$ cat config.mk
export PLATFORM = sky130hd
export DESIGN_NAME = fp_normalize_round
export DESIGN_NICKNAME = d
export VERILOG_FILES = /design/src/rtl/fp_normalize_round.sv
export SDC_FILE = /design/constraint.sdc
export NUM_CORES = 1
export LEC_CHECK = 0
export ABC_CLOCK_PERIOD_IN_PS = 6600
export CORE_ASPECT_RATIO = 1.1
export CORE_UTILIZATION = 59
export CTS_CLUSTER_DIAMETER = 150
export DETAILED_ROUTE_END_ITERATION = 8
export PLACE_DENSITY = 0.86
export REMOVE_ABC_BUFFERS = 1
export SLEW_MARGIN = 25
export SYNTH_ARGS = -nofsm -noshare
export SYNTH_HDL_FRONTEND = slang
export SYNTH_SLANG_ARGS = --single-unit
export TNS_END_PERCENT = 50
$ cat constraint.sdc
create_clock -name clk -period 6.6 [get_ports clk]
set_input_delay 0.66 -clock clk [delete_from_list [all_inputs] [get_ports clk]]
set_output_delay 0.66 -clock clk [all_outputs]
set_load 0.005 [all_outputs]
$ cat src/rtl/fp_normalize_round.sv
// Post-normalization and round-to-nearest-even stage for the add/sub datapath.
// The incoming {carry, hidden, fraction, guard} mantissa is renormalized one
// bit per clock (each shift adjusts the exponent), rounded, then packed into
// sign/exponent/fraction with inexact/overflow/underflow flags.
//
// Handshakes: a transfer happens on a rising edge where valid && ready are
// both high. in_ready is high only in IDLE and outside reset. out_valid is
// high only in DONE, and the outputs hold steady until out_ready is seen.
module fp_normalize_round #(
  parameter int EXP_SIZE    = 8,
  parameter int MANTIS_SIZE = 23
) (
  input  logic                     clk,
  input  logic                     rst,
  input  logic                     in_valid,
  output logic                     in_ready,
  input  logic                     in_sign,
  input  logic [EXP_SIZE-1:0]      in_exp,
  input  logic [MANTIS_SIZE+2:0]   in_mantis,
  input  logic                     in_sticky,
  output logic                     out_valid,
  input  logic                     out_ready,
  output logic                     out_sign,
  output logic [EXP_SIZE-1:0]      out_exp,
  output logic [MANTIS_SIZE-1:0]   out_frac,
  output logic                     out_inexact,
  output logic                     out_overflow,
  output logic                     out_underflow,
  output logic [1:0]               dbg_state
);

  localparam int MW = MANTIS_SIZE + 3;  // {carry, hidden, fraction, guard}
  localparam int EW = EXP_SIZE + 1;     // extra MSB catches exponent overflow

  localparam logic [EW-1:0] EXP_ONE  = {{(EW-1){1'b0}}, 1'b1};
  localparam logic [EW-1:0] EXP_ONES = {1'b0, {EXP_SIZE{1'b1}}};

  typedef enum logic [1:0] {
    IDLE  = 2'd0,
    NORM  = 2'd1,
    ROUND = 2'd2,
    DONE  = 2'd3
  } state_t;

  state_t state_q, state_d;

  logic            sign_q, sign_d;
  logic [EW-1:0]   exp_q, exp_d;
  logic [MW-1:0]   man_q, man_d;
  logic            sticky_q, sticky_d;

  // Result values presented to the output registers when out_load is set
  logic                   out_load;
  logic                   res_sign;
  logic [EXP_SIZE-1:0]    res_exp;
  logic [MANTIS_SIZE-1:0] res_frac;
  logic                   res_inexact;
  logic                   res_overflow;
  logic                   res_underflow;

  // Rounding datapath, evaluated from the normalized working registers
  logic [MANTIS_SIZE:0]   sig;
  logic [MANTIS_SIZE+1:0] sig_sum;
  logic                   rnd_inc;
  logic [EW-1:0]          rnd_exp;
  logic [MANTIS_SIZE-1:0] rnd_frac;
  logic                   rnd_ovf;
  logic                   rnd_inexact;
  logic                   rnd_unf;

  assign in_ready  = (state_q == IDLE) && !rst;
  assign out_valid = (state_q == DONE);
  assign dbg_state = state_q;

  // Round-to-nearest-even on {hidden, fraction}, then clamp to infinity
  always_comb begin
    sig         = man_q[MW-2:1];
    rnd_inc     = man_q[0] & (sticky_q | man_q[1]);
    sig_sum     = {1'b0, sig} + {{(MANTIS_SIZE+1){1'b0}}, rnd_inc};
    rnd_exp     = exp_q;
    rnd_frac    = sig_sum[MANTIS_SIZE-1:0];
    rnd_ovf     = 1'b0;
    if (sig_sum[MANTIS_SIZE+1]) begin
      // Significand wrapped to 10.000...: fraction becomes zero, exponent bumps
      rnd_frac = '0;
      rnd_exp  = exp_q + EXP_ONE;
    end else if ((exp_q == '0) && sig_sum[MANTIS_SIZE] && !man_q[MW-2]) begin
      // A denormal that rounds up into the hidden bit becomes the smallest normal
      rnd_exp = EXP_ONE;
    end
    if (rnd_exp >= EXP_ONES) begin
      rnd_exp  = EXP_ONES;
      rnd_frac = '0;
      rnd_ovf  = 1'b1;
    end
    rnd_inexact = man_q[0] | sticky_q;
    rnd_unf     = rnd_inexact && (rnd_exp == '0);
  end

  // Next-state and working-register updates; one normalization action per cycle
  always_comb begin
    state_d       = state_q;
    sign_d        = sign_q;
    exp_d         = exp_q;
    man_d         = man_q;
    sticky_d      = sticky_q;
    out_load      = 1'b0;
    res_sign      = 1'b0;
    res_exp       = '0;
    res_frac      = '0;
    res_inexact   = 1'b0;
    res_overflow  = 1'b0;
    res_underflow = 1'b0;
    unique case (state_q)
      IDLE: begin
        if (in_valid) begin
          sign_d   = in_sign;
          exp_d    = {1'b0, in_exp};
          man_d    = in_mantis;
          sticky_d = in_sticky;
          if (&in_exp) begin
            // Inf/NaN passes straight through with its payload and no flags
            out_load = 1'b1;
            res_sign = in_sign;
            res_exp  = {EXP_SIZE{1'b1}};
            res_frac = in_mantis[MW-3:1];
            state_d  = DONE;
          end else begin
            state_d  = NORM;
          end
        end
      end
      NORM: begin
        if ((man_q == '0) && !sticky_q) begin
          exp_d   = '0;
          state_d = ROUND;
        end else if (man_q[MW-1]) begin
          man_d    = {1'b0, man_q[MW-1:1]};
          sticky_d = sticky_q | man_q[0];
          exp_d    = exp_q + EXP_ONE;
          state_d  = ROUND;
        end else if (!man_q[MW-2] && (exp_q > EXP_ONE)) begin
          man_d = {man_q[MW-2:0], 1'b0};
          exp_d = exp_q - EXP_ONE;
        end else if (!man_q[MW-2]) begin
          exp_d   = '0;
          state_d = ROUND;
        end else begin
          state_d = ROUND;
        end
      end
      ROUND: begin
        out_load      = 1'b1;
        res_sign      = sign_q;
        res_exp       = rnd_exp[EXP_SIZE-1:0];
        res_frac      = rnd_frac;
        res_inexact   = rnd_inexact;
        res_overflow  = rnd_ovf;
        res_underflow = rnd_unf;
        exp_d         = rnd_exp;
        state_d       = DONE;
      end
      DONE: begin
        if (out_ready) state_d = IDLE;
      end
      default: state_d = IDLE;
    endcase
  end

  // State and working registers
  always_ff @(posedge clk or posedge rst) begin
    if (rst) begin
      state_q  <= IDLE;
      sign_q   <= 1'b0;
      exp_q    <= '0;
      man_q    <= '0;
      sticky_q <= 1'b0;
    end else begin
      state_q  <= state_d;
      sign_q   <= sign_d;
      exp_q    <= exp_d;
      man_q    <= man_d;
      sticky_q <= sticky_d;
    end
  end

  // Output registers, loaded only on entry to DONE
  always_ff @(posedge clk or posedge rst) begin
    if (rst) begin
      out_sign      <= 1'b0;
      out_exp       <= '0;
      out_frac      <= '0;
      out_inexact   <= 1'b0;
      out_overflow  <= 1'b0;
      out_underflow <= 1'b0;
    end else if (out_load) begin
      out_sign      <= res_sign;
      out_exp       <= res_exp;
      out_frac      <= res_frac;
      out_inexact   <= res_inexact;
      out_overflow  <= res_overflow;
      out_underflow <= res_underflow;
    end
  end

endmodule

==> results.yml <==
run_status:
  status: "finished, final reports clean"
critical_path:
  cp_max_fo: 9
  endpoint_kind: "flop"
  crit_required_ns: 6.86
  cp-start-kind: "flop"
  critical_path_class: "reg2reg"
  crit_arrival_ns: 3.20
synthesis:
  async_flop_share_pct: 100
  yosysUniqueCellTypes: 62
  yosysSeqAreaShare_pct: 35.4
  syn_avg_cell_area_um2: 7.98
  synth.area.top_cells: "dfrtp_1 35%, nand2_1 7.7%, o21ai_0 7.1%"
  synth_top_area_share_pct: 35.4
  ys.flop_type: "dfrtp_1"
  synth_seq_cells: 74
  synth-edff-count: 0
  yosys.area.top_type: "dfrtp_1"
  yosys_warnings: 0
  syn-cell-area_mm2: 0.00522
  syn_inst: 655
layout:
  layout_commonest_cell: "nand2_1"
  stdcell_area_mm2: 0.00612
  drive_above_1_share_pct: 8.96
  most-common-layout-cells: "107 x nand2_1, 78 x clkdlybuf4s50_1, 74 x dfrtp_1"
  area_delta_synth_final_pct: 17.2
  diodes: 0
  fin_nets: 736
  fillers: 695
clock_tree:
  numCtsBuffers: 9
  clk_pin_slew_ns: 0.08
  cts_sinks: 74
  clk-insertion-delay-late_ns: 0.36
  cts_hold_buffers: 0
  cts-htree-levels: 3
  postCtsResizedCells: 0
  ctsLongestPathBuffers: 2
  cts_root_buf: "clkbuf_8"
  cts_setup_buffers: 0
  cts_tree: "built"
pwr:
  p_leak_uw: 0.00239
  powerDensity_mw_per_mm2: 489
  peakVddDrop_uv: 284
sta:
  grt_setup_unrepaired: "no"
  max-slew-margin-rel_pct: 53.4
  worst_slew_pin_slew_ns: 0.699
  finClkSkew_ns: 0.0200
  finalCritPeriodShare_pct: 44.5
  period_needed_ns: 2.94
  setup_viol: 0
  timing.fmax_ghz: 0.340
  hold_violations: 0
  slew_violations: 0
  fin_setup_tns_ns: 0
flow_run:
  max_cap_violations: 0
floorplan:
  ioPinCount: 79
  die-area_mm2: 0.00923
  fp.dieW_um: 91.7
  die_h_um: 101
  core_area_mm2: 0.00850
  num_rows: 35
  start_util_pct: 61.5
place:
  hpwl_um: 9710
  place_area_mm2: 0.00592
  place_congestion: 0.976
  port_buffers: 78
hold_path:
  hp-class: "reg2reg"
grt:
  grt_pass1_vias: 4950
  grt_max_degree: 75
  grt_overflow: 0
  grtUsageTotal_pct: 32.8
  antenna_found_initial: 0
  grt_pass1_wl_um: 24200
drt:
  firstDrtPassIters: 5
  wl_per_cell_um: 17.9
  vias: 5104
  postRouteAntennaNets: 0
  drc: 0
  drt_iter0_markers: 290
  vias_per_cell: 6.36
  wirelength_um: 14400
per-layer routing:
layer / wire (um) / global-route usage [%] / share of wire [%]
met1: 5930 / 41.5 / 41
met2: 7320 / 57.0 / 51
met3: 794 / 4.30 / 5.5
met4: 342 / 13.6 / 2.4
met5: 0 / 0 / 0
area by class of cell:
| class | instances | area [um2] | share of cell area [%] |
|---|---|---|---|
| Inverter | 14 | 52.6 | 0.858 |
| Clock buffer | 10 | 128 | 2.08 |
| Timing Repair Buffer | 86 | 845 | 13.8 |
| Multi-Input combinational cell | 502 | 3040 | 49.6 |
| Clock inverter | 6 | 67.6 | 1.10 |
| Sequential cell | 74 | 1850 | 30.2 |
| Tap cell | 111 | 139 | 2.27 |
metrics by stage:
step	util, %	worst slack, ns	cells	hold WS (ns)	power [uW]
after floorplan	-	2.25	590	0.468	1990
after global placement	69.7	3.80	787	0.461	2550
after detailed placement	69.7	3.68	787	0.467	2610
after CTS	72.0	3.67	803	0.486	2980
after global routing	72.1	3.41	803	0.525	3240
final	72.1	3.66	803	0.480	2990
final timing paths:
path | from | end | slack, ns | depth (start not counted)
max | man_q[1]$_DFFE_PP0P_ | exp_q[2]$_DFFE_PP0P_ | 3.66 | 9
min | out_sign$_DFFE_PP0P_ | out_sign$_DFFE_PP0P_ | 0.48 | 2
max reg2reg | man_q[1]$_DFFE_PP0P_ | exp_q[2]$_DFFE_PP0P_ | 3.66 | 9
min reg2reg | out_sign$_DFFE_PP0P_ | out_sign$_DFFE_PP0P_ | 0.48 | 2
max in group asynchronous | rst | man_q[15]$_DFFE_PP0P_ | 5.25 | 3
min in group asynchronous | rst | exp_q[3]$_DFFE_PP0P_ | 0.86 | 3
sequential cells by signal, summed over array words and instances, names as in the netlist, 2 cells and up:
register and flops:
dbg_state 2, out_frac 23, out_exp 8, exp_q 9
man_q 26
kinds of logic after synthesis:
family          synth area share [%]
xor+xnor                        5.20
flops                           35.4
mux                            0.814
buf+inv                         6.56
simple gates                    25.0
compound gates                  24.9
fa+ha+maj                       2.16
worst max-delay path, stage by stage (launching register included):
cell	delay, ns
dfrtp_1	0.49
and2_1	0.17
ha_1	0.22
and3_1	0.21
nand4_1	0.27
o31ai_1	0.42
o2111ai_1	0.24
o32ai_4	0.49
a211oi_1	0.12
o21ai_0	0.21
synthesized netlist by cell type (all sizes together), types with 14 or more instances:
| library cell | number |
|---|---|
| nand4 | 15 |
| clkbuf | 37 |
| xor2 | 19 |
| nand3 | 18 |
| nor3b | 25 |
| a21oi | 43 |
| o21ai | 95 |
| inv | 14 |
| nor2 | 38 |
| dfrtp | 74 |
| o211ai | 24 |
| buf | 28 |
| nand2 | 108 |
where the power goes:
part           total, uW  switching (uW)  internal, uW
logic               1640             931           713
registers            994             328           666
clock network        355             179           175
total               2990            1440          1550
Power figures use the tool's default switching activity.
